**src/rtl/btb_pkg.sv**
```systemverilog
// rtl/btb_pkg.sv - BTB sizing, field extraction and update-entry types
package btb_pkg;

  localparam int NUM_BTB_ENTRIES     = 1024;
  localparam int LOG_NUM_BTB_ENTRIES = 10;
  localparam int TAG_LENGTH          = 10;
  localparam int DISPL_BITS          = 19;
  localparam int FIFO_DEPTH          = 4;

  typedef struct packed {
    logic                           valid;
    logic [LOG_NUM_BTB_ENTRIES-1:0] idx;
    logic [TAG_LENGTH-1:0]          tag;
    logic [DISPL_BITS-1:0]          target;
  } btb_upd_t;

  typedef enum logic {
    CLEAR = 1'b0,
    RUN   = 1'b1
  } btb_state_e;

  function automatic logic [LOG_NUM_BTB_ENTRIES-1:0] btb_idx(input logic [63:0] pc);
    return LOG_NUM_BTB_ENTRIES'(pc >> 2);
  endfunction

  function automatic logic [TAG_LENGTH-1:0] btb_tag(input logic [63:0] pc);
    return TAG_LENGTH'(pc >> (LOG_NUM_BTB_ENTRIES + 2));
  endfunction

  function automatic logic [DISPL_BITS-1:0] btb_target(input logic [63:0] npc);
    return DISPL_BITS'(npc >> 2);
  endfunction

  function automatic btb_upd_t btb_make_upd(input logic [63:0] pc, input logic [63:0] npc);
    return '{valid: 1'b1, idx: btb_idx(pc), tag: btb_tag(pc), target: btb_target(npc)};
  endfunction

endpackage

```
**src/rtl/btb_upd_fifo.sv**
```systemverilog
// rtl/btb_upd_fifo.sv - pending BTB update queue; optional in-place coalesce (BTB_UPD_COALESCE_EN)
module btb_upd_fifo
  import btb_pkg::*;
#(
  parameter int DEPTH = FIFO_DEPTH
) (
  input  logic                     clock,
  input  logic                     reset,
  input  logic                     flush,
  input  logic                     upd_en,
  input  btb_upd_t                 upd,
  input  logic                     pop,
  output btb_upd_t                 head,
  output logic                     hit,
  output logic                     full,
  output logic                     empty,
  output logic [$clog2(DEPTH):0]   count
);

  localparam int PW = $clog2(DEPTH);
  localparam int CW = PW + 1;

  btb_upd_t          mem [DEPTH];
  logic [PW-1:0]     rd_ptr;
  logic [PW-1:0]     wr_ptr;
  logic [CW-1:0]     cnt;
  logic [PW-1:0]     hit_slot;
  logic              push;

  assign head  = mem[rd_ptr];
  assign full  = (cnt == CW'(DEPTH));
  assign empty = (cnt == '0);
  assign count = cnt;

  // The head is excluded from the match: it may be leaving on this very cycle.
  always_comb begin
    hit      = 1'b0;
    hit_slot = rd_ptr;
`ifdef BTB_UPD_COALESCE_EN
    for (int i = DEPTH - 1; i >= 1; i--) begin
      if (CW'(i) < cnt && mem[rd_ptr + PW'(i)].valid && mem[rd_ptr + PW'(i)].idx == upd.idx) begin
        hit      = 1'b1;
        hit_slot = rd_ptr + PW'(i);
      end
    end
`endif
  end

  assign push = upd_en && !hit;

  always_ff @(posedge clock or negedge reset) begin
    if (!reset) begin
      rd_ptr <= '0;
      wr_ptr <= '0;
      cnt    <= '0;
    end else if (flush) begin
      rd_ptr <= '0;
      wr_ptr <= '0;
      cnt    <= '0;
    end else begin
      if (push) wr_ptr <= wr_ptr + PW'(1);
      if (pop)  rd_ptr <= rd_ptr + PW'(1);
      cnt <= cnt + CW'(push) - CW'(pop);
    end
  end

  always_ff @(posedge clock) begin
    if (push)
      mem[wr_ptr] <= upd;
    else if (upd_en && hit)
      mem[hit_slot] <= upd;
  end

endmodule

```
**src/rtl/btb_update_ctrl.sv**
```systemverilog
// rtl/btb_update_ctrl.sv - BTB write-port controller: table invalidate walk, update arbitration, drain (BTB_UPD_COALESCE_EN)
module btb_update_ctrl
  import btb_pkg::*;
(
  input  logic                           clock,
  input  logic                           reset,
  input  logic                           clear_req,
  input  logic                           rob_mis_pred,
  input  logic [63:0]                    rob_mis_pred_pc,
  input  logic [63:0]                    rob_correct_npc,
  output logic                           mis_ready,
  input  logic                           rt_alloc_valid,
  input  logic [63:0]                    rt_alloc_pc,
  input  logic [63:0]                    rt_alloc_target,
  output logic                           alloc_ready,
  output logic                           btb_wr_en,
  output logic [LOG_NUM_BTB_ENTRIES-1:0] btb_wr_idx,
  output logic                           btb_wr_valid,
  output logic [TAG_LENGTH-1:0]          btb_wr_tag,
  output logic [DISPL_BITS-1:0]          btb_wr_target,
  output logic                           btb_ready,
  output logic [$clog2(FIFO_DEPTH):0]    fifo_count
);

  btb_state_e                     state;
  logic [LOG_NUM_BTB_ENTRIES-1:0] clr_idx;
  logic                           run;
  logic                           accept_ok;
  logic                           upd_en;
  logic                           pop;
  btb_upd_t                       sel_upd;
  btb_upd_t                       head;
  logic                           hit;
  logic                           full;
  logic                           empty;

  always_ff @(posedge clock or negedge reset) begin
    if (!reset) begin
      state   <= CLEAR;
      clr_idx <= '0;
    end else if (clear_req) begin
      state   <= CLEAR;
      clr_idx <= '0;
    end else if (state == CLEAR) begin
      clr_idx <= clr_idx + LOG_NUM_BTB_ENTRIES'(1);
      if (clr_idx == LOG_NUM_BTB_ENTRIES'(NUM_BTB_ENTRIES - 1))
        state <= RUN;
    end
  end

  assign run       = (state == RUN);
  assign btb_ready = run;

  // A clear request discards everything pending, so nothing is accepted or drained on that cycle.
  assign accept_ok   = run && !clear_req;
  assign sel_upd     = rob_mis_pred ? btb_make_upd(rob_mis_pred_pc, rob_correct_npc)
                                    : btb_make_upd(rt_alloc_pc, rt_alloc_target);
  assign mis_ready   = accept_ok && (!full || (rob_mis_pred && hit));
  assign alloc_ready = accept_ok && !rob_mis_pred && (!full || hit);
  assign upd_en      = (rob_mis_pred && mis_ready) || (rt_alloc_valid && alloc_ready);
  assign pop         = accept_ok && !empty;

  btb_upd_fifo #(.DEPTH(FIFO_DEPTH)) u_fifo (
    .clock  (clock),
    .reset  (reset),
    .flush  (clear_req),
    .upd_en (upd_en),
    .upd    (sel_upd),
    .pop    (pop),
    .head   (head),
    .hit    (hit),
    .full   (full),
    .empty  (empty),
    .count  (fifo_count)
  );

  // Reset forces CLEAR asynchronously; the invalidate strobe must stay low while it is held.
  always_comb begin
    btb_wr_en     = 1'b0;
    btb_wr_idx    = '0;
    btb_wr_valid  = 1'b0;
    btb_wr_tag    = '0;
    btb_wr_target = '0;
    if (!run) begin
      btb_wr_en  = reset;
      btb_wr_idx = reset ? clr_idx : '0;
    end else if (pop) begin
      btb_wr_en     = 1'b1;
      btb_wr_idx    = head.idx;
      btb_wr_valid  = head.valid;
      btb_wr_tag    = head.tag;
      btb_wr_target = head.target;
    end
  end

endmodule

```
**config.mk**
```make
export PLATFORM = sky130hd
export DESIGN_NAME = btb_update_ctrl
export DESIGN_NICKNAME = d
export VERILOG_FILES = /design/src/rtl/btb_pkg.sv /design/src/rtl/btb_upd_fifo.sv /design/src/rtl/btb_update_ctrl.sv
export SDC_FILE = /design/constraint.sdc
export NUM_CORES = 1
export LEC_CHECK = 0
export ABC_AREA = 1
export BUFFER_PORTS_ARGS = -buffer_cell sky130_fd_sc_hd__buf_2
export CAP_MARGIN = 10
export CORE_ASPECT_RATIO = 0.8
export CORE_MARGIN = 2
export CORE_UTILIZATION = 30
export DETAILED_ROUTE_END_ITERATION = 10
export SYNTH_ARGS = -nofsm -noshare
export SYNTH_HDL_FRONTEND = slang
export SYNTH_SLANG_ARGS = --single-unit
```
**constraint.sdc**
```tcl
create_clock -name clock -period 4.2 [get_ports clock]
set_clock_uncertainty 0.15 [all_clocks]
set_input_delay 0.84 -clock clock [delete_from_list [all_inputs] [get_ports clock]]
set_output_delay 0.84 -clock clock [all_outputs]
set_load 0.02 [all_outputs]
```
==> flow_summary.toml, run 1 <==
[drt]
dr.max_layer_used = "met4"
wl_met2_um = 8670
antenna_left = 0
m1WireLength_um = 8650
routed-via-count = 5429
dr.pass1.iters = 5
remaining_drc_errors = 0
detail_route.wirelength_um = 18400
drt_iter0_markers = 373
wl_met3_um = 845
viasPerCell = 4.53
routed_wire_length_per_instance_um = 15.3

[worst_hold_path]
hp-class = "input port to async pin"

[timing]
period_needed_ns = 3.36
final-max-slew-violation-count = 0
rsz0062_at_grt = "no"
setup_viol = 0
worst_pin_slew_ns = 0.910
finalSetupTns_ns = 0
max-slew-margin-rel_pct = 39.2
fmax_ghz = 0.297
finalHoldViolations = 0
layout_worst_path_cycle_share_pct = 80.1

[clocking]
clkLatencyLatePin_ns = 0.43
ctsLongestPathBuffers = 2
cts_setup_buffers = 0
cts_hold_buffers = 0
htree_num_levels = 4
cts_tree = "built"
clock_pin_slew_on_the_worst_setup_and_hold_paths_ns = 0.07
cts_repair_resize_count = 0
cts-buffers-inserted = 17
clk_root_buffer_cell = "clkbuf_16"
tritoncts_num_sinks = 174

[global_route]
antenna_found_initial = 0
grt_first_pass_wirelength_um = 28100
grt_pass1_vias = 5169
grt_start_max_net_pins = 80
grt_util_all_layers_pct = 14.0
grt.overflow.total = 0

[logic_synthesis]
synth_fp_nets = 1013
synthesis.area_per_instance_um2 = 10.3
post_synth_inst_count = 744
synth-seq-cells = 174
synth_area_um2 = 7650
synth_cell_types = 25
yosysWarnings = 0
yosysSeqAreaShare_pct = 67.1

[finish]
stdcell_count = 1198
layout-drive-gt1-share_pct = 20.8
num-nets-final = 1131
n_diodes = 0
area_delta_synth_final_pct = 19.5

[setup_path]
rrSetupSlack_ns = 1.64
cp_data_required_time_ns = 3.21
cp_data_arrival_time_ns = 2.37
path_cells = "buf_2 > inv_2 > nand2_2 > inv_2 > nand2_4 > inv_4 > nand3_1 > o21ai_0 > buf_2"
critPathLaunchType = "input port"
worst-setup-path-type = "input port to primary output"
worstPathMaxFanout = 23
worst_path_largest_cell_delay_ns = 0.25
critical-path-slowest-cell = "inv_4"
worstSetupEndpointType = "primary output"

[placement]
routabilityCongestion = 0.778
placed_cells_incl_taps = 1167
port-buffer-count = 129
dpl.hpwl_um = 10800

[power]
static_leakage_power_nw = 3.77
overall_power_consumption_w = 0.00355
irDropWorstVdd_uv = 209
pd_cells_nw_per_um2 = 389

[flow_run]
drv.max_cap_violation_count = 0

[floorplanning]
core-area_um2 = 25200
die_y_um = 147
die-area_um2 = 26800
chipWidth_um = 183
io_pins = 308
floorplan.initialDensity_pct = 30.4
placement_rows = 52

[run_status]
run_status = "finished clean"
[synthesized netlist by cell type, drive strengths merged]
cell type | count | area, um2
nand2 | 200 | 768
edfxtp | 156 | 4680
nor2 | 134 | 505
o21ai | 71 | 355
nand3 | 42 | 210
inv | 35 | 134
a21oi | 33 | 165
buf | 26 | 164
dfrtp | 18 | 450
clkbuf | 14 | 60.1
ha | 7 | 87.6
nand4 | 3 | 18.8
o21bai | 2 | 15.0
fa | 1 | 20.0
or2 | 1 | 6.26
xor2 | 1 | 8.76
[per-layer routing]
| layer | vias to the layer above | GRT usage [%] |
|---|---|---|
| met5 | - | 0 |
| met4 | 0 | 4.03 |
| met3 | 17 | 2.93 |
| met2 | 145 | 23.5 |
| met1 | 2536 | 18.4 |
| li1 | 2731 | - |
[critical path: cells and delay by family]
family / cells / cell delay [ns]
AOI/OAI and AO/OA: 1 / 0.12
buffers and inverters: 5 / 0.93
and+or+nand+nor: 3 / 0.47
[cell usage in the layout, fill, tap and decap left out]
cell          n
nand3_1      42
buf_4        10
clkinvlp_4    1
clkbuf_1      4
nand2_2       1
dfrtp_2       2
ha_1          7
xor2_1        1
buf_2       129
inv_2         7
fa_1          1
dfrtp_1      16
nand2_4       2
o21ai_1      24
bufinv_16     2
or2_1         1
clkinv_4      2
clkinv_2      1
nand4_1       3
o21ai_0      47
clkinv_1      2
clkbuf_16    17
nor2_1      129
edfxtp_1    156
inv_4         1
nand2_1     197
inv_6         2
a21oi_1      33
inv_1        27
o21bai_1      2
nor2_4        4
nor2_2        1
[path summary, 6_finish.rpt]
kind	from	to	cells after the start
worst min-delay path	reset	clr_idx[7]$_DFFE_PN0P_	1
worst max-delay path	clear_req	btb_wr_idx[9]	9
worst max register to register	u_fifo.count[1]$_DFF_PN0_	u_fifo.count[2]$_DFF_PN0_	11
max in group asynchronous	reset	u_fifo.hit_slot[0]$_DFFE_PN0P_	1
worst min register to register	clr_idx[3]$_DFFE_PN0P_	clr_idx[3]$_DFFE_PN0P_	1
min in group clock	clr_idx[3]$_DFFE_PN0P_	clr_idx[3]$_DFFE_PN0P_	1
[cells by family after synthesis]
kind of cell	Yosys count	synth area share, %
DFF	174	67.1
and+or+nand+nor	380	19.7
adders and majority gates	8	1.41
AOI/OAI and AO/OA	106	7.00
xor gates and xnor gates	1	0.114
buffers and inverters	75	4.68
[power breakdown]
group / leakage (nW) / switching (W) / internal (W)
Combinational: 1.91 / 0.0000862 / 0.0000466
Clock: 0.267 / 0.000647 / 0.000873
Sequential: 1.60 / 0.00000249 / 0.00190
Total: 3.77 / 0.000736 / 0.00282
[sequential cells by signal, summed over array words and instances (netlist names)]
signal / flops
u_fifo.mem: 156
clr_idx: 10
u_fifo.count: 3
u_fifo.hit_slot: 2
u_fifo.wr_ptr: 2
btb_ready: 1
[stage by stage]
| step | utilization [%] | hold slack (ns) | setup WS, ns | cell area (um2) |
|---|---|---|---|---|
| floorplan | - | 0.305 | 0.589 | 7650 |
| global placement | 34.1 | 0.324 | 0.739 | 8590 |
| detailed placement | 34.1 | 0.328 | 0.765 | 8590 |
| CTS | 36.3 | 0.202 | 0.763 | 9140 |
| global route | 36.3 | 0.215 | 0.677 | 9140 |
| finish | 36.3 | 0.193 | 0.838 | 9140 |
[layout make-up]
type | count | area, um2
clock buffers | 21 | 440
repair buffers | 139 | 721
multi-input cells | 495 | 2190
well taps | 324 | 405
flip-flops and latches | 174 | 5140
fillers | 2436 | 16000
inverters | 35 | 134
clock inverters | 10 | 115
Power figures use the tool's default switching activity.
==> inputs of run 2 (changes only) <==
clock period = 3 ns   (was 4.2 ns; I/O delays follow)
==> run 2 against run 1 <==
- flip-flop and latch count stayed put
- core utilization increased by 0.66 points
- final area grew 1.8%
- die area is the same
- sequential share of layout area is 1.0 points lower
- first-iteration DRC count fell by 5.6%
- via count shrank 1.3%
- cell count is 0.75% higher
- clock power increased by 43%
- critical path depth down 3
- wire length fell by 0.53%
- critical endpoint is now btb_wr_target[9]
- largest cell class unchanged
- largest power group unchanged
==> flow_summary.toml, run 2 (synthesized netlist as in run 1, its figures left out) <==
[global_route]
grt_most_used_layer = "met2"
antenna_found_initial = 0
grt_util_all_layers_pct = 14.1
grt_pass1_vias = 5135
grt.overflow.total = 0
grtUsageMet1_pct = 19.1
use_met2_pct = 22.9
gr-usage-met3_pct = 2.95
grt_first_pass_wirelength_um = 28500
grt_start_max_net_pins = 51

[finish]
final_util_pct = 37.0
area_delta_synth_final_pct = 21.6
stdcell_count = 1207
mostFrequentLayoutCells = "197 x nand2_1, 156 x edfxtp_1, 129 x nor2_1, 129 x buf_2, 47 x o21ai_0"
register_with_the_highest_flop_count = "u_fifo.mem"
layout-drive-gt1-share_pct = 21.9
n_diodes = 0
seqCellArea_um2 = 5140
largest_register_ffs = 156
mostFrequentLayoutCell = "nand2_1"
num-nets-final = 1139
multi_input_comb_area_um2 = 2190
final.fill_count = 2460

[placement]
routabilityCongestion = 0.781
port-buffer-count = 129
placed_cells_incl_taps = 1174
dpl.hpwl_um = 11000

[setup_path]
path_buf_inv = 2
worst-setup-path-type = "register to primary output"
critPathLaunchType = "register"
critical-path-top-delay-family = "buffers and inverters"
worstSetupEndpointType = "primary output"
worstRegToRegCells = 12
path_cells = "buf_4 > nor2_1 > nor2_1 > o21ai_0 > a21oi_1 > buf_2"
critical-path-slowest-cell = "buf_4"
crit_cells = 6
worstPathMaxFanout = 50
cp_data_arrival_time_ns = 2.07
worst_path_largest_cell_delay_ns = 0.48
cp_data_required_time_ns = 2.25
critical-path-top-cell-by-count = "nor2_1"

[power]
pwr-share-comb_pct = 3.8
sw_ratio_pct = 20.3
static_leakage_power_nw = 3.86
pd_cells_nw_per_um2 = 540
cellInternalPower_w = 0.00401
switchingPower_w = 0.00102
share_clk_of_total_power_pct = 43.3
irDropWorstVdd_uv = 269
overall_power_consumption_w = 0.00503
sequentialPowerShare_pct = 53.0

[worst_hold_path]
min_path_cells = 2
hp-class = "input port to register"

[clocking]
clk_root_buffer_cell = "clkbuf_16"
htree_num_levels = 4
tritoncts_num_sinks = 174
cts_tree = "built"
cts-buffers-inserted = 17
clkLatencyLatePin_ns = 0.42
clock_pin_slew_on_the_worst_setup_and_hold_paths_ns = 0.06
cts_repair_resize_count = 0
ctsLongestPathBuffers = 2

[floorplanning]
die-area_um2 = 26800
die_y_um = 147
chipWidth_um = 183
placement_rows = 52
floorplan.initialDensity_pct = 30.4
io_pins = 308
core-area_um2 = 25200

[timing]
rsz0062_at_grt = "no"
fmax_ghz = 0.355
worst_pin_slew_ns = 0.855
final-max-slew-violation-count = 0
setup_viol = 0
finalSetupTns_ns = 0
finalHoldViolations = 0
layout_worst_path_cycle_share_pct = 94.0
period_needed_ns = 2.82
hold_ws_ns = 0.258
max-slew-margin-rel_pct = 42.9

[drt]
viasPerCell = 4.44
routed-via-count = 5358
drt_iter0_markers = 352
dr.pass1.iters = 4
routed_wire_length_per_instance_um = 15.1
detail_route.wirelength_um = 18300
remaining_drc_errors = 0
antenna_left = 0

[run_status]
run_status = "finished clean"

[flow_run]
drv.max_cap_violation_count = 0
==> run 2: changes by cell type in the layout (fill, tap and decap cells not counted), sizes merged <==
cell / change
buf: +7
clkbuf: +5
inv: +1
clkinvlp: -1
dlygate4sd3: +1
bufinv: -2
clkinv: -2
==> run 2: worst paths after layout <==
path | startpoint | end | slack, ns
worst min-delay path | clear_req | u_fifo.count[0]$_DFF_PN0_ | 0.26
min in group asynchronous | reset | clr_idx[7]$_DFFE_PN0P_ | 0.53
worst max register to register | btb_ready$_DFF_PN0_ | u_fifo.count[2]$_DFF_PN0_ | 0.69
worst min register to register | clr_idx[3]$_DFFE_PN0P_ | clr_idx[3]$_DFFE_PN0P_ | 0.33
max in group asynchronous | reset | u_fifo.hit_slot[0]$_DFFE_PN0P_ | 1.94
worst max-delay path | u_fifo.hit_slot[0]$_DFFE_PN0P_ | btb_wr_target[9] | 0.18
==> run 2: power groups by stage <==
stage               Sequential, W  Clock, W  Combinational, W
floorplan                 0.00271         0         0.0000885
global placement          0.00271         0          0.000186
detailed placement        0.00271         0          0.000190
CTS                       0.00266   0.00222          0.000192
global route              0.00266   0.00233          0.000218
finish                    0.00266   0.00218          0.000189
==> run 2: final cells by class <==
class / count / share of cell area (%)
clock buffers: 26 / 5.94
clock inverters: 6 / 0.457
inverters: 35 / 1.44
multi-input cells: 495 / 23.5
flip-flops and latches: 174 / 55.2
well taps: 324 / 4.35
repair buffers: 147 / 9.09
==> run 2: through the flow <==
step	setup WS (ns)	area, um2
after global placement	0.423	8700
after detailed placement	0.359	8700
after global routing	0.0134	9310
after floorplan	-0.371	7650
after CTS	0.136	9310
final	0.179	9310
==> run 2: per-layer routing <==
metal  share of wire [%]  routed length, um  vias up
met4                0.83                152        0
met2                  47               8520      147
li1                    -                  -     2750
met5                   0                  0        -
met1                  47               8630     2451
met3                 5.4                981       10
==> run 2: what timing repair did <==
| item | in CTS | in global routing |
|---|---|---|
| hold buffers | 1 | 0 |
| setup buffers | 0 | 0 |
| endpoints found under the hold margin | 18 | 0 |
